`src/rtl/conv_result_writer_if.sv`:
```
// Result-stream and output-memory handshake bundle for conv_result_writer.
// The master view is the writer itself; the slave view is its environment.
interface conv_result_writer_if #(
    parameter int ADDR_W = 18
);
    logic                    res_valid;
    logic signed [15:0]      res_data;
    logic                    res_ready;

    logic                    mem_we;
    logic [ADDR_W-1:0]       mem_addr;
    logic [7:0]              mem_din;
    logic                    mem_ack;

    modport master (
        input  res_valid, res_data, mem_ack,
        output res_ready, mem_we, mem_addr, mem_din
    );

    modport slave (
        output res_valid, res_data, mem_ack,
        input  res_ready, mem_we, mem_addr, mem_din
    );
endinterface

```
`src/rtl/conv_result_writer.sv`:
```
// Saturates signed 16-bit convolution results to 8-bit pixels and writes one
// (IMG_W-2)x(IMG_H-2) frame per start to the output memory through a 2-entry FIFO.
module conv_result_writer #(
    parameter int IMG_W  = 512,
    parameter int IMG_H  = 512,
    parameter int ADDR_W = 18
) (
    input  logic                 clk,
    input  logic                 rst,
    input  logic                 start,
    conv_result_writer_if.master bus,
    output logic                 busy,
    output logic                 done,
    output logic [15:0]          sat_cnt
);

    localparam int                TOTAL     = (IMG_W - 2) * (IMG_H - 2);
    localparam int                CNT_W     = $clog2(TOTAL + 1);
    localparam logic [CNT_W-1:0]  TOTAL_CNT = CNT_W'(TOTAL);
    localparam logic [ADDR_W-1:0] LAST_ADDR = ADDR_W'(TOTAL - 1);

    typedef enum logic [1:0] {
        ST_IDLE,
        ST_RUN,
        ST_DONE
    } state_t;

    state_t            state;
    logic [7:0]        fifo_q [2];
    logic              rd_ptr;
    logic [1:0]        fifo_count;
    logic [CNT_W-1:0]  accepted;
    logic [ADDR_W-1:0] wr_addr;

    logic              push;
    logic              pop;
    logic              wr_ptr;
    logic              clipped;
    logic [7:0]        pixel;

    // Handshake outputs decode registered state only, so res_ready never
    // combinationally depends on mem_ack or res_valid.
    assign bus.res_ready = (state == ST_RUN) && (fifo_count < 2'd2) && (accepted < TOTAL_CNT);
    assign bus.mem_we    = (state == ST_RUN) && (fifo_count != 2'd0);
    assign bus.mem_addr  = wr_addr;
    assign bus.mem_din   = fifo_q[rd_ptr];

    assign push   = bus.res_valid && bus.res_ready;
    assign pop    = bus.mem_we && bus.mem_ack;
    // With one entry queued the new result lands behind the head, even when the head pops.
    assign wr_ptr = rd_ptr ^ fifo_count[0];

    // NOTE: every output of a combinational block gets a default first; a path
    // that leaves one unassigned infers a latch.
    always_comb begin
        pixel   = bus.res_data[7:0];
        clipped = 1'b0;
        if (bus.res_data[15]) begin
            pixel   = 8'h00;
            clipped = 1'b1;
        end else if (|bus.res_data[14:8]) begin
            pixel   = 8'hFF;
            clipped = 1'b1;
        end
    end

    // NOTE: state is updated with non-blocking assignments so every register
    // samples pre-edge values, independent of statement order.
    always_ff @(posedge clk or negedge rst) begin
        if (!rst) begin
            state      <= ST_IDLE;
            busy       <= 1'b0;
            done       <= 1'b0;
            sat_cnt    <= 16'd0;
            accepted   <= '0;
            wr_addr    <= '0;
            rd_ptr     <= 1'b0;
            fifo_count <= 2'd0;
            // NOTE: the two FIFO slots are reset because the head drives mem_din
            // directly; a large RAM would normally be left unreset.
            fifo_q[0]  <= 8'h00;
            fifo_q[1]  <= 8'h00;
        end else begin
            case (state)
                ST_IDLE: begin
                    if (start) begin
                        state      <= ST_RUN;
                        busy       <= 1'b1;
                        sat_cnt    <= 16'd0;
                        accepted   <= '0;
                        wr_addr    <= '0;
                        rd_ptr     <= 1'b0;
                        fifo_count <= 2'd0;
                    end
                end

                ST_RUN: begin
                    if (push) begin
                        fifo_q[wr_ptr] <= pixel;
                        accepted       <= accepted + CNT_W'(1);
                        if (clipped && (sat_cnt != 16'hFFFF)) begin
                            sat_cnt <= sat_cnt + 16'd1;
                        end
                    end
                    if (pop) begin
                        rd_ptr <= ~rd_ptr;
                        // The address parks on the last pixel rather than wrapping.
                        if (wr_addr == LAST_ADDR) begin
                            state <= ST_DONE;
                            busy  <= 1'b0;
                            done  <= 1'b1;
                        end else begin
                            wr_addr <= wr_addr + ADDR_W'(1);
                        end
                    end
                    fifo_count <= fifo_count + {1'b0, push} - {1'b0, pop};
                end

                ST_DONE: begin
                    state <= ST_IDLE;
                    done  <= 1'b0;
                end

                default: begin
                    state <= ST_IDLE;
                    busy  <= 1'b0;
                    done  <= 1'b0;
                end
            endcase
        end
    end

    a_fifo_bound: assert property (@(posedge clk) disable iff (!rst)
        fifo_count <= 2'd2);

    a_write_hold: assert property (@(posedge clk) disable iff (!rst)
        (bus.mem_we && !bus.mem_ack) |=>
            (bus.mem_we && $stable(bus.mem_addr) && $stable(bus.mem_din)));

    a_no_overrun: assert property (@(posedge clk) disable iff (!rst)
        (accepted == TOTAL_CNT) |-> !bus.res_ready);

endmodule
```
`src/flat_wrapper.sv`:
```
// flat-port wrapper written by rule: the top's interface ports become plain ports
module conv_result_writer_flat 
#(
    parameter int IMG_W  = 512,
    parameter int IMG_H  = 512,
    parameter int ADDR_W = 18
)
  (clk, rst, start, busy, done, sat_cnt, bus_res_valid, bus_res_data, bus_mem_ack, bus_res_ready, bus_mem_we, bus_mem_addr, bus_mem_din);
  conv_result_writer_if #(.ADDR_W(ADDR_W)) bus_i ();
  input  logic clk;
  input  logic rst;
  input  logic start;
  output logic busy;
  output logic done;
  output logic [15:0] sat_cnt;
  input wire logic [$bits(bus_i.res_valid)-1:0] bus_res_valid;
  input wire logic [$bits(bus_i.res_data)-1:0] bus_res_data;
  input wire logic [$bits(bus_i.mem_ack)-1:0] bus_mem_ack;
  output wire logic [$bits(bus_i.res_ready)-1:0] bus_res_ready;
  output wire logic [$bits(bus_i.mem_we)-1:0] bus_mem_we;
  output wire logic [$bits(bus_i.mem_addr)-1:0] bus_mem_addr;
  output wire logic [$bits(bus_i.mem_din)-1:0] bus_mem_din;
  assign bus_i.res_valid = bus_res_valid;
  assign bus_i.res_data = bus_res_data;
  assign bus_i.mem_ack = bus_mem_ack;
  assign bus_res_ready = bus_i.res_ready;
  assign bus_mem_we = bus_i.mem_we;
  assign bus_mem_addr = bus_i.mem_addr;
  assign bus_mem_din = bus_i.mem_din;
  conv_result_writer #(.IMG_W(IMG_W), .IMG_H(IMG_H), .ADDR_W(ADDR_W)) u_core (.clk(clk), .rst(rst), .start(start), .bus(bus_i), .busy(busy), .done(done), .sat_cnt(sat_cnt));
endmodule
```
`config.mk`:
```
export PLATFORM = sky130hd
export DESIGN_NAME = conv_result_writer_flat
export DESIGN_NICKNAME = d
export VERILOG_FILES = /design/src/rtl/conv_result_writer_if.sv /design/src/rtl/conv_result_writer.sv /design/src/flat_wrapper.sv
export SDC_FILE = /design/constraint.sdc
export NUM_CORES = 1
export LEC_CHECK = 0
export CAP_MARGIN = 15
export CORE_MARGIN = 2
export CORE_UTILIZATION = 50
export DETAILED_ROUTE_END_ITERATION = 10
export PLACE_DENSITY = 0.76
export SLEW_MARGIN = 30
export SYNTH_ARGS = -nofsm -noshare
export SYNTH_HDL_FRONTEND = slang
export SYNTH_SLANG_ARGS = --single-unit
```
`constraint.sdc`:
```
create_clock -name clk -period 5.4 [get_ports clk]
set_clock_uncertainty 0.2 [all_clocks]
set_input_delay 1.62 -clock clk [delete_from_list [all_inputs] [get_ports clk]]
set_output_delay 1.62 -clock clk [all_outputs]
set_load 0.02 [all_outputs]
```
==> results_dict.tcl <==
set metrics [dict create \
    cts_buffer_depth 2 \
    fp.coreArea_um2 7770 \
    critical-path-top-delay-family "compound AO/OA/AOI/OAI gates" \
    critPathSlowestCell "clkdlybuf4s50_1" \
    max_freq_mhz 218 \
    post-route-drc-count 0 \
    startpoint "u_core.accepted[4]$_DFFE_PN0P_" \
    max_slew_margin_pct 38.8 \
    hold_viol 0 \
    die_x_um 94.0 \
    vias_per_cell 6.02 \
    start_util_pct 52.1 \
    period_share_pct 85.1 \
    synth_cell_types 55 \
    vias 3525 \
    die_area_um2 8830 \
    ant_nets 0 \
    powerDensity_nw_per_um2 446 \
    crit_type "reg2out" \
    cp.required_ns 3.58 \
    post-route-util_pct 64.5 \
    syn_to_final_growth_pct 23.8 \
    synth_seq_cells 75 \
    max-cap-violations 0 \
    final_cell_mix "dfrtp_1 (75), clkdlybuf4s50_1 (65), nor2_1 (35), nand2_1 (30), mux2_2 (25)" \
    cts_tree "built" \
    status "finished clean" \
    synth.avg_cell_area_um2 9.75 \
    grt_pass1_wl_um 16100 \
    antenna_found_initial 0 \
    rows 32 \
    cts-root-buf "clkbuf_8" \
    hold_path_depth 1 \
    setup_viol 0 \
    final_net_count 506 \
    synth_top_cells_by_area "dfrtp_1 (46%), mux2_2 (7.0%), nor2_1 (3.3%)" \
    worst-path-stages 4 \
    clkLatencyLatePin_ns 0.35 \
    dp_hpwl_um 6530 \
    ios 67 \
    timing.setup.tns_ns 0 \
    mostFrequentLayoutCell "dfrtp_1" \
    grt_util_all_layers_pct 23.1 \
    ys_async_sr_fraction_pct 100 \
    clkTransAtPathRegs_ns 0.08 \
    path_buf_inv 1 \
    cts_resized 0 \
    syn_nets 441 \
    ir_worst_vdd_mv 0.316 \
    reg2reg_from "u_core.accepted[4]$_DFFE_PN0P_" \
    portBuffers 66 \
    syn_area_um2 4050 \
    grt_max_degree 76 \
    worst_slew_pin_slew_ns 0.915 \
    cts_buffers 9 \
    grt_pass1_vias 3335 \
    drv_slew 0 \
    hold_start "u_core.busy$_DFFE_PN0P_" \
    yosys.area.top_type_share_pct 46.4 \
    wl_per_cell_um 16.1 \
    cts_setup_buffers 0 \
    leakagePower_nw 2.14 \
    drtIter0Drc 207 \
    num_antenna_cells 0 \
    routed_wl_um 9440 \
    synth_seq_area_share_pct 46.4 \
    synth_edf_count 0 \
    cpPeakStageDelay_ns 0.64 \
    cp-end-kind "output pin" \
    yosysTopAreaCell "dfrtp_1" \
    globalplace.congestion 0.902 \
    die_height_um 94.0 \
    cp_max_fo 7 \
    startpoint_type "flip-flop" \
    htreeDepth 3 \
    layout-drive-gt1-share_pct 11.2 \
    syn_inst 415 \
    synth_ff_type "dfrtp_1" \
    grt_overflow_total 0 \
    min_path_type "reg2reg" \
    grt_setup_unrepaired "false" \
    reg2reg_depth 6 \
    yosysWarnings 0 \
    drtPass1Iterations 4 \
    hold_buffers 0 \
    layout_min_cycle_time_ns 4.59 \
    cp.arrival_ns 2.77 \
    clock_sinks 75 \
    cp_cell_sequence "or4_4 -> o41a_1 -> a211oi_1 -> clkdlybuf4s50_1" \
]
## area by class of cell
type,count,area (µm²)
Fill cell,690,2760
Clock inverter,5,77.6
Sequential cell,75,1880
Clock buffer,10,138
Inverter,19,71.3
Tap cell,102,128
Multi-Input combinational cell,305,2030
Timing Repair Buffer,70,689
## through the flow
step,setup slack (ns),area [µm²],hold WS [ns],power [mW],instances
floorplan,1.59,4050,0.275,1.43,415
global placement,1.16,4790,0.279,1.73,570
detailed placement,1.10,4790,0.287,1.76,571
CTS,0.767,5010,0.303,2.25,586
global route,0.723,5010,0.320,2.37,586
finish,0.806,5010,0.306,2.24,586
## per-layer routing
layer  part of all wire [%]  global-route usage, %
met1                     46                   32.7
met2                     47                   35.1
met3                    5.5                   4.01
met4                    1.5                   9.54
met5                      0                      0
## sequential cells by signal, summed over array words and instances (netlist names)
register,flops
u_core.fifo_q,16
u_core.done,1
u_core.rd_ptr,1
u_core.bus.mem_addr,18
u_core.state,2
u_core.sat_cnt,16
u_core.accepted,18
u_core.fifo_count,2
u_core.busy,1
## where the power goes
| part | total [mW] | switching (mW) | internal, mW |
|---|---|---|---|
| Sequential | 0.875 | 0.166 | 0.709 |
| Clock | 0.479 | 0.210 | 0.269 |
| Combinational | 0.882 | 0.434 | 0.448 |
| Total | 2.24 | 0.810 | 1.43 |
## Yosys cell counts (5+ instances only)
| library cell | instances |
|---|---|
| a31oi_1 | 17 |
| o21ai_0 | 12 |
| xor2_1 | 12 |
| inv_1 | 18 |
| o31ai_1 | 6 |
| or4_1 | 6 |
| mux2_2 | 25 |
| nor2_1 | 36 |
| and2_1 | 8 |
| nand3_1 | 17 |
| nand4_1 | 15 |
| and3_1 | 7 |
| nor3_1 | 5 |
| clkbuf_1 | 12 |
| nand2_1 | 30 |
| a21oi_1 | 24 |
| dfrtp_1 | 75 |
| or3_1 | 5 |
| xnor2_1 | 9 |
| ha_1 | 5 |
## worst paths after layout
| kind | to | slack [ns] |
|---|---|---|
| max in group asynchronous | u_core.bus.mem_addr[6]$_DFFE_PN0P_ | 3.45 |
| min reg2reg | u_core.busy$_DFFE_PN0P_ | 0.31 |
| max | bus_res_ready | 0.81 |
| min in group asynchronous | u_core.accepted[14]$_DFFE_PN0P_ | 1.08 |
| min | u_core.busy$_DFFE_PN0P_ | 0.31 |
| max reg2reg | u_core.fifo_q[9]$_DFFE_PN0P_ | 2.09 |
## cells by family (layout without fill, tap and decap cells)
logic type | Yosys count | after routing | share of synthesized area [%]
and+or+nand+nor | 153 | 153 | 20.1
AOI/OAI and AO/OA | 99 | 99 | 16.5
DFF | 75 | 75 | 46.4
buffers and inverters | 35 | 104 | 3.52
muxes | 27 | 27 | 7.45
xor gates and xnor gates | 21 | 21 | 4.55
adders and majority gates | 5 | 5 | 1.55
Power figures use the tool's default switching activity.
